--- config.mk ---
export PLATFORM = sky130hd
export DESIGN_NAME = sensor_packet_parser
export DESIGN_NICKNAME = d
export VERILOG_FILES = /design/src/rtl/sensor_packet_parser.sv
export SDC_FILE = /design/constraint.sdc
export NUM_CORES = 1
export LEC_CHECK = 0
export CAP_MARGIN = 10
export CORE_ASPECT_RATIO = 1.25
export CORE_MARGIN = 4
export CORE_UTILIZATION = 58
export DETAILED_ROUTE_END_ITERATION = 12
export GPL_ROUTABILITY_DRIVEN = 0
export PLACE_DENSITY_LB_ADDON = 0.15
export REMOVE_ABC_BUFFERS = 1
export SLEW_MARGIN = 0
export SYNTH_ARGS = -nofsm -noshare
export SYNTH_HDL_FRONTEND = slang
export SYNTH_SLANG_ARGS = --single-unit
--- constraint.sdc ---
create_clock -name master_clock -period 3.5 [get_ports master_clock]
set_clock_uncertainty 0.2 [all_clocks]
set_input_delay 0.7 -clock master_clock [delete_from_list [all_inputs] [get_ports master_clock]]
set_output_delay 0.7 -clock master_clock [all_outputs]
set_load 0.02 [all_outputs]
--- src/rtl/sensor_packet_parser.sv ---
// ----------------------------------------------------------------------------
// sensor_packet_parser
//
// Purpose:
//   Parses sensor packets arriving on an AXI4-Stream slave. Each packet is
//     0xAAAAAAAA header, 0x00000000 dummy, timestamp, payload, 0x55555555 footer.
//   The payload is one of two kinds:
//     - raw mode: 512 words, each holding two 12-bit pixels. The pixels are
//       unpacked onto a pixel stream with a one-cycle valid qualifier.
//     - processed mode: 3 words that form a 48-bit C sum and a 48-bit D sum.
//       The sums are published when a good footer arrives.
//   In IDLE, the word 0xBBBBBBBB with s_tlast=1 marks the end of a frame.
//
// Ports:
//   master_clock       40 MHz clock. All logic runs on its rising edge.
//   resetn             Synchronous, active-low reset.
//   raw_mode           Payload type: 1 = raw pixels, 0 = processed sums.
//                      It is sampled when a header is accepted.
//   s_tdata/s_tvalid/s_tlast/s_tready
//                      AXI4-Stream slave input.
//   pix_data/pix_index/pix_valid
//                      Unpacked raw pixel stream. There is no backpressure.
//   time_stamp         Timestamp of the last accepted packet.
//   c_sum/d_sum/sum_valid
//                      Processed sums. sum_valid is a one-cycle pulse.
//   pkt_done           Pulse: a packet ended with a good footer.
//   frame_done         Pulse: a frame-end marker was received.
//   err_pulse          Pulse: a protocol error was detected.
//   dbg_state          Registered FSM state.
//                      IDLE=0, DUMMY=1, TSTAMP=2, RAW=3, PROC=4, FOOTER=5.
//   err_count          Saturating 16-bit error counter. This port exists only
//                      when SENSOR_PARSER_ERR_CNT_EN is defined.
//
// Build option:
//   SENSOR_PARSER_ERR_CNT_EN  Adds the err_count output and its counter.
// ----------------------------------------------------------------------------
module sensor_packet_parser (
  input  logic        master_clock,
  input  logic        resetn,
  input  logic        raw_mode,
  input  logic [31:0] s_tdata,
  input  logic        s_tvalid,
  input  logic        s_tlast,
  output logic        s_tready,
  output logic [11:0] pix_data,
  output logic [9:0]  pix_index,
  output logic        pix_valid,
  output logic [31:0] time_stamp,
  output logic [47:0] c_sum,
  output logic [47:0] d_sum,
  output logic        sum_valid,
  output logic        pkt_done,
  output logic        frame_done,
  output logic        err_pulse,
  output logic [3:0]  dbg_state
`ifdef SENSOR_PARSER_ERR_CNT_EN
  ,
  output logic [15:0] err_count
`endif
);

  localparam logic [31:0] HEADER_WORD    = 32'hAAAA_AAAA;
  localparam logic [31:0] DUMMY_WORD     = 32'h0000_0000;
  localparam logic [31:0] FRAME_END_WORD = 32'hBBBB_BBBB;
  localparam logic [31:0] FOOTER_WORD    = 32'h5555_5555;
  localparam logic [8:0]  LAST_RAW_WORD  = 9'd511;
  localparam logic [1:0]  LAST_PROC_WORD = 2'd2;

  typedef enum logic [3:0] {
    IDLE   = 4'd0,
    DUMMY  = 4'd1,
    TSTAMP = 4'd2,
    RAW    = 4'd3,
    PROC   = 4'd4,
    FOOTER = 4'd5
  } state_t;

  state_t state;
  state_t next_state;

  logic        beat;
  logic        hdr_accept;
  logic        ts_load;
  logic        raw_beat;
  logic        proc_beat;
  logic        err_next;
  logic        pkt_next;
  logic        frame_next;
  logic        sum_next;

  logic        raw_latched;
  logic [8:0]  raw_count;
  logic [1:0]  proc_count;
  logic [31:0] w0;
  logic [31:0] w1;
  logic [47:0] c_pend;
  logic [47:0] d_pend;
  logic [11:0] odd_data;
  logic        odd_pending;

  logic        pix_valid_q;
  logic        sum_valid_q;
  logic        pkt_done_q;
  logic        frame_done_q;
  logic        err_pulse_q;

  // A raw word is split over two cycles: the even pixel goes out first, then
  // the odd pixel. s_tready drops for one cycle in RAW while the odd pixel is
  // moved into the output register. This stops a new even pixel from
  // colliding with it. The 512th word moves the FSM to FOOTER with its odd
  // pixel still pending. That pixel is still emitted, and FOOTER keeps
  // s_tready high.
  assign s_tready = resetn && !((state == RAW) && odd_pending);
  assign beat     = s_tvalid && s_tready;

  // The pulse outputs are gated with resetn. This keeps them low for the
  // whole time reset is asserted, including the cycle before the first
  // reset edge.
  assign pix_valid  = pix_valid_q  && resetn;
  assign sum_valid  = sum_valid_q  && resetn;
  assign pkt_done   = pkt_done_q   && resetn;
  assign frame_done = frame_done_q && resetn;
  assign err_pulse  = err_pulse_q  && resetn;
  assign dbg_state  = state;

  always_ff @(posedge master_clock) begin
    if (!resetn) begin
      state <= IDLE;
    end else begin
      state <= next_state;
    end
  end

  // Next-state logic and one-cycle event strobes.
  // s_tlast inside a packet is treated as a framing error and takes priority
  // over the per-state handling.
  always_comb begin
    next_state = state;
    hdr_accept = 1'b0;
    ts_load    = 1'b0;
    raw_beat   = 1'b0;
    proc_beat  = 1'b0;
    err_next   = 1'b0;
    pkt_next   = 1'b0;
    frame_next = 1'b0;
    sum_next   = 1'b0;

    if (beat) begin
      if ((state != IDLE) && s_tlast) begin
        err_next   = 1'b1;
        next_state = IDLE;
      end else begin
        case (state)
          IDLE: begin
            if (s_tdata == HEADER_WORD) begin
              hdr_accept = 1'b1;
              next_state = DUMMY;
            end else if ((s_tdata == FRAME_END_WORD) && s_tlast) begin
              frame_next = 1'b1;
            end else begin
              err_next = 1'b1;
            end
          end
          DUMMY: begin
            if (s_tdata == DUMMY_WORD) begin
              next_state = TSTAMP;
            end else begin
              err_next   = 1'b1;
              next_state = IDLE;
            end
          end
          TSTAMP: begin
            ts_load    = 1'b1;
            next_state = raw_latched ? RAW : PROC;
          end
          RAW: begin
            raw_beat = 1'b1;
            if (raw_count == LAST_RAW_WORD) begin
              next_state = FOOTER;
            end
          end
          PROC: begin
            proc_beat = 1'b1;
            if (proc_count == LAST_PROC_WORD) begin
              next_state = FOOTER;
            end
          end
          FOOTER: begin
            if (s_tdata == FOOTER_WORD) begin
              pkt_next = 1'b1;
              sum_next = !raw_latched;
            end else begin
              err_next = 1'b1;
            end
            next_state = IDLE;
          end
          default: begin
            next_state = IDLE;
          end
        endcase
      end
    end
  end

  // Datapath registers.
  // The sums are built into c_pend/d_pend as the payload arrives. They are
  // copied to c_sum/d_sum only on a good footer, so a bad packet leaves the
  // published sums untouched.
  always_ff @(posedge master_clock) begin
    if (!resetn) begin
      raw_latched  <= 1'b0;
      raw_count    <= '0;
      proc_count   <= '0;
      w0           <= '0;
      w1           <= '0;
      c_pend       <= '0;
      d_pend       <= '0;
      odd_data     <= '0;
      odd_pending  <= 1'b0;
      time_stamp   <= '0;
      c_sum        <= '0;
      d_sum        <= '0;
      pix_data     <= '0;
      pix_index    <= '0;
      pix_valid_q  <= 1'b0;
      sum_valid_q  <= 1'b0;
      pkt_done_q   <= 1'b0;
      frame_done_q <= 1'b0;
      err_pulse_q  <= 1'b0;
    end else begin
      pix_valid_q  <= 1'b0;
      sum_valid_q  <= sum_next;
      pkt_done_q   <= pkt_next;
      frame_done_q <= frame_next;
      err_pulse_q  <= err_next;

      if (hdr_accept) begin
        raw_latched <= raw_mode;
      end

      if (ts_load) begin
        time_stamp <= s_tdata;
        raw_count  <= '0;
        proc_count <= '0;
      end

      if (raw_beat) begin
        pix_data    <= s_tdata[27:16];
        pix_index   <= {raw_count, 1'b0};
        pix_valid_q <= 1'b1;
        odd_data    <= s_tdata[11:0];
        odd_pending <= 1'b1;
        raw_count   <= raw_count + 9'd1;
      end else if (odd_pending) begin
        pix_data    <= odd_data;
        pix_index   <= {pix_index[9:1], 1'b1};
        pix_valid_q <= 1'b1;
        odd_pending <= 1'b0;
      end

      if (proc_beat) begin
        case (proc_count)
          2'd0:    w0 <= s_tdata;
          2'd1:    w1 <= s_tdata;
          default: begin
            c_pend <= {w1[15:0], w0};
            d_pend <= {s_tdata, w1[31:16]};
          end
        endcase
        proc_count <= proc_count + 2'd1;
      end

      if (sum_next) begin
        c_sum <= c_pend;
        d_sum <= d_pend;
      end
    end
  end

`ifdef SENSOR_PARSER_ERR_CNT_EN
  // The counter saturates so that a long error storm cannot wrap it back to
  // a small, misleading value.
  always_ff @(posedge master_clock) begin
    if (!resetn) begin
      err_count <= '0;
    end else if (err_next && (err_count != 16'hFFFF)) begin
      err_count <= err_count + 16'd1;
    end
  end
`endif

endmodule

==> results of run 1 <==
==> metrics by stage <==
step                      total power, W  setup slack (ps)  std cells  cell area, um2
after global placement           0.00422               254       2001           15600
after global routing             0.00792               162       2061           16700
after CTS                        0.00775               309       2061           16700
final                            0.00769               316       2061           16700
after floorplan                  0.00405              -859       1465           12700
after detailed placement         0.00422               193       2001           15600
==> where the power goes <==
| group | total (W) | internal, W | switching, W | leakage [nW] |
|---|---|---|---|---|
| Sequential | 0.00390 | 0.00390 | 0.000000103 | 2.76 |
| Combinational | 0.000229 | 0.000110 | 0.000119 | 2.41 |
| Clock | 0.00356 | 0.00211 | 0.00145 | 0.540 |
| Total | 0.00769 | 0.00613 | 0.00157 | 5.71 |
==> placed cells by master (no fill, tap or decap), types with 2 or more instances in the layout <==
master / count
a21boi_0: 251
a21boi_1: 52
a21oi_1: 11
a22oi_1: 2
a31oi_1: 2
and2_1: 8
and3_1: 3
and4_1: 2
buf_12: 5
buf_4: 53
clkbuf_1: 12
clkbuf_16: 37
clkbuf_8: 6
clkdlybuf4s50_1: 194
clkinv_2: 5
dfxtp_1: 343
ha_1: 5
inv_1: 8
mux2i_1: 13
nand2_1: 646
nand3_1: 19
nand3b_1: 2
nand4_1: 9
nand4b_1: 2
nor2_1: 16
nor2_4: 2
nor2b_1: 6
nor3_1: 4
nor4_1: 7
o211a_1: 12
o21a_1: 3
o21ai_0: 11
o31ai_1: 3
or4_1: 3
==> critical path: cells and delay by family (launching register included) <==
kind                   cells  cell delay (ps)
buffers and inverters      1              540
AND/OR/NAND/NOR            2              610
flip-flops                 1              620
==> layer usage <==
| metal | track usage | part of all wire |
|---|---|---|
| met1 | 0.325 | 0.42 |
| met2 | 0.458 | 0.50 |
| met3 | 0.0530 | 0.062 |
| met4 | 0.0884 | 0.027 |
| met5 | 0 | 0 |
==> worst paths after layout <==
kind                             start                   endpoint  slack (ps)  cells after the start
max          dbg_state[0]$_SDFFE_PN0P_                   s_tready         320                      3
min                 w0[9]$_SDFFE_PN0P_     c_pend[9]$_SDFFE_PN0P_         250                      2
max reg2reg  raw_count[0]$_SDFFE_PN0P_  dbg_state[2]$_SDFFE_PN0P_         900                     10
min reg2reg         w0[9]$_SDFFE_PN0P_     c_pend[9]$_SDFFE_PN0P_         250                      2
==> state kept, by name, indices dropped and copies added (netlist names), 2 cells and up <==
| name | flops |
|---|---|
| pix_index | 10 |
| d_pend | 48 |
| c_sum | 48 |
| w1 | 32 |
| odd_data | 12 |
| dbg_state | 3 |
| proc_count | 2 |
| c_pend | 48 |
| time_stamp | 32 |
| raw_count | 9 |
| d_sum | 48 |
| w0 | 32 |
| pix_data | 12 |
==> cell type report <==
class                           instances  area, um2
Clock buffer                           54       1040
Clock inverter                          6       55.1
Fill cell                            1681       5690
Inverter                                8       30.0
Multi-Input combinational cell       1114       5880
Sequential cell                       343       6870
Tap cell                              283        354
Timing Repair Buffer                  253       2450
==> kinds of logic after synthesis <==
| logic type | synth area share |
|---|---|
| compound gates | 0.198 |
| buf+inv | 0.0412 |
| other cells | 0.000283 |
| mux | 0.00982 |
| flops | 0.518 |
| fa+ha+maj | 0.00472 |
| simple gates | 0.228 |
==> results.cfg, run 1 <==
[placed_design]
dp_hpwl_um = 21800
port_buffers = 195

[die]
die_h_um = 177
rows = 61
coreArea_mm2 = 0.0224
die_area_mm2 = 0.0253
initial_utilization = 0.593
die_w_um = 143
pin_count = 197

[clock_tree]
numClockSinks = 343
cts_max_level = 2
cts_tree = done
cts_setup_buffers = 0
clk_latency_ps = 500
cts_resized = 0
numCtsBuffers = 34
root_buffer = clkbuf_16
clkTransAtPathRegs_ps = 60
clockBufferDepth = 3
cts_hold_buf = 0

[pwr]
p_leak_nw = 5.71
ir_drop_v = 0.000394
p_per_area_mw_per_mm2 = 461

[synthesis]
netlist.area_leader.share = 0.518
synth_top_cell_by_area = dfxtp_1
synthFlopType = dfxtp_1
synth_most_common_cell = nand2_1
synthCells = 1581
ys_ff_latch = 343
synth.top_cells.by_count = nand2_1 (646), dfxtp_1 (343), a21boi_0 (251)
ys_seq_area_frac = 0.518
ys_async_sr_fraction = 0
synth_warnings = 0
synth_edf_count = 0
yosysUniqueCellTypes = 48
ys_top_cells_by_area = dfxtp_1 (52%), nand2_1 (18%), a21boi_0 (14%)
syn_avg_cell_area_um2 = 8.38
netlist_area_mm2 = 0.0133

[timing]
timing.final.crit_period_ps = 3180
slew_headroom = 0.370
rsz0062_at_grt = no
hold_viol = 0
finalSetupViolCount = 0
tightestPinTransition_ps = 945
fin_crit_sh = 0.910
fmax_mhz = 314
worst_hold_slack_ps = 247
report.final.slew_viol_count = 0
setup_tns_ps = 0

[outcome]
status = finished clean

[finish]
final_core_util = 0.746
syn_to_final_growth_pct = 25.8
n_antenna_cell = 0
layout-drive-gt1-share = 0.0664
nets = 1796

[worst_setup_path]
cp_slowest_stage_delay_ps = 620
cp-end-kind = primary output
worstSetupPathType = flop to primary output
required_ps = 2600
critPathArrivalTime_ps = 2280
critical_path_peak_fanout = 16
critPathSlowestCell = dfxtp_1
crit_chain = nand4b_1 > and2_1 > clkdlybuf4s50_1
start_kind = flop

[routing]
vias_per_cell = 5.48
drtAntennaViolNets = 0
wl_per_cell_um = 16.5
drt-total-wl_um = 34100
drc_errors = 0
vias = 11300
drt_iter0_drc = 719
drt_pass1_iterations = 5

[global_route]
overflow = 0
grt_pass1_wl_um = 54400
grt_pass1_vias = 11000
grt_max_degree = 115
track_usage = 0.263
antenna_found_initial = 0

[flow_run]
drv_cap = 0

[worst_hold_path]
hold_class = flop to flop
Note: power is estimated with default switching activity, not from simulation.
==> run 2: changes to the inputs <==
--- a/config.mk
+++ b/config.mk
@@ -6,8 +6,7 @@
 export NUM_CORES = 1
 export LEC_CHECK = 0
 export CAP_MARGIN = 10
-export CORE_ASPECT_RATIO = 1.25
-export CORE_MARGIN = 4
+export CORE_ASPECT_RATIO = 2
 export CORE_UTILIZATION = 58
 export DETAILED_ROUTE_END_ITERATION = 12
 export GPL_ROUTABILITY_DRIVEN = 0
==> run 2 against run 1 <==
  * Flip-flop and latch count is the same
  * Sequential power barely moved
  * Clock power is 7.6% lower
  * Non-clock buffer count rose by 1
  * Critical path type unchanged
==> results.cfg, run 2 (same netlist as run 1, synthesis figures left out) <==
[outcome]
status = finished clean

[finish]
n_antenna_cell = 0
syn_to_final_growth_pct = 25.0
layout_commonest_cell = nand2_1
nets = 1791
final_area_mm2 = 0.0166
layout-drive-gt1-share = 0.0672
layoutNonFillerInstCount = 2047
final_core_util = 0.745
mostFrequentLayoutCells = nand2_1 (645), dfxtp_1 (343), a21boi_0 (251)

[timing]
timing.final.crit_period_ps = 3180
slew_headroom = 0.420
fmax_mhz = 315
setup_tns_ps = 0
fin_crit_sh = 0.908
worst_hold_slack_ps = 250
finalSetupViolCount = 0
tightestPinTransition_ps = 867
rsz0062_at_grt = no
report.final.slew_viol_count = 0
hold_viol = 0

[placed_design]
dp_hpwl_um = 22500
numPlacedInstances = 1995
post_dp_cell_area_mm2 = 0.0156
port_buffers = 195

[worst_setup_path]
cp-end-kind = primary output
critical_path_peak_fanout = 16
required_ps = 2600
worstSetupPathType = flop to primary output
start_kind = flop
critPathArrivalTime_ps = 2280

[global_route]
antenna_found_initial = 0
overflow = 0
grt_max_degree = 200
track_usage = 0.303
grt_pass1_vias = 10800
grt_pass1_wl_um = 55600

[flow_run]
drv_cap = 0

[routing]
wl_per_cell_um = 17.2
drt-total-wl_um = 35300
top_layer = met4
wirelength_met1_um = 13200
wl_met2_um = 18300
drt_iter0_drc = 585
drt_pass1_iterations = 5
vias_per_cell = 5.51
vias = 11300
routed-wl-met3_um = 1800
drtAntennaViolNets = 0
drc_errors = 0

[clock_tree]
cts_max_level = 1
numClockSinks = 343
clockBufferDepth = 3
clk_latency_ps = 560
cts_tree = done
clkTransAtPathRegs_ps = 70
cts_resized = 0
cts_setup_buffers = 0
root_buffer = clkbuf_16
cts_hold_buf = 0
numCtsBuffers = 28

[worst_hold_path]
hold_class = flop to flop

[die]
die_w_um = 109
pin_count = 197
die_h_um = 216
die_area_mm2 = 0.0235
coreArea_mm2 = 0.0223
rows = 77
initial_utilization = 0.595

[pwr]
p_leak_nw = 5.66
ir_drop_v = 0.000480
p_per_area_mw_per_mm2 = 448
==> run 2: cell count changes in the layout (fill, tap and decap cells not counted), sizes merged <==
cell      delta
buf          +1
bufinv       +3
clkbuf      -18
clkinv       +3
clkinvlp     +4
==> run 2: cell type report <==
| cell class | count | area (um2) |
|---|---|---|
| clock buffers | 36 | 772 |
| clock inverters | 16 | 190 |
| fillers | 1700 | 5690 |
| inverters | 8 | 30.0 |
| multi-input cells | 1114 | 5880 |
| flip-flops and latches | 343 | 6870 |
| well taps | 276 | 345 |
| repair buffers | 254 | 2490 |
==> run 2: path summary, 6_finish.rpt <==
kind | from | endpoint | slack, ps | depth (start not counted)
max | dbg_state[0]$_SDFFE_PN0P_ | s_tready | 320 | 3
min | d_sum[34]$_SDFFE_PN0P_ | d_sum[34]$_SDFFE_PN0P_ | 250 | 2
max reg2reg | raw_count[0]$_SDFFE_PN0P_ | dbg_state[2]$_SDFFE_PN0P_ | 880 | 10
min reg2reg | d_sum[34]$_SDFFE_PN0P_ | d_sum[34]$_SDFFE_PN0P_ | 250 | 2
==> run 2: power by group <==
group          internal (W)  leakage (nW)  total [W]  switching, W
clock               0.00186         0.466    0.00329       0.00143
sequential          0.00390          2.76    0.00390   0.000000104
combinational      0.000110          2.43   0.000230      0.000120
==> run 2: routing by layer <==
metal	vias to the layer above	global-route usage
met5	-	0
met4	0	0.169
met3	101	0.0408
met2	360	0.535
met1	5334	0.341
li1	5489	-
==> run 2: stage by stage <==
step | setup WS (ps) | power [W]
2_1_floorplan | -859 | 0.00405
3_3_place_gp | 444 | 0.00422
3_5_place_dp | 384 | 0.00422
4_1_cts | 362 | 0.00747
5_1_grt | 243 | 0.00763
6_report | 322 | 0.00742
==> run 2: worst max-delay path, cell delays in order, from the launching register on <==
cell,delay (ps)
dfxtp_1,660
nand4b_1,280
and2_1,240
clkdlybuf4s50_1,550
==> run 3: changes to the inputs <==
--- a/config.mk
+++ b/config.mk
@@ -12,7 +12,7 @@
 export GPL_ROUTABILITY_DRIVEN = 0
 export PLACE_DENSITY_LB_ADDON = 0.15
 export REMOVE_ABC_BUFFERS = 1
-export SLEW_MARGIN = 0
+export SLEW_MARGIN = 20
 export SYNTH_ARGS = -nofsm -noshare
 export SYNTH_HDL_FRONTEND = slang
 export SYNTH_SLANG_ARGS = --single-unit
==> results of run 3 <==
Same layout as run 2: the final DEF is identical, and so are final timing and power.
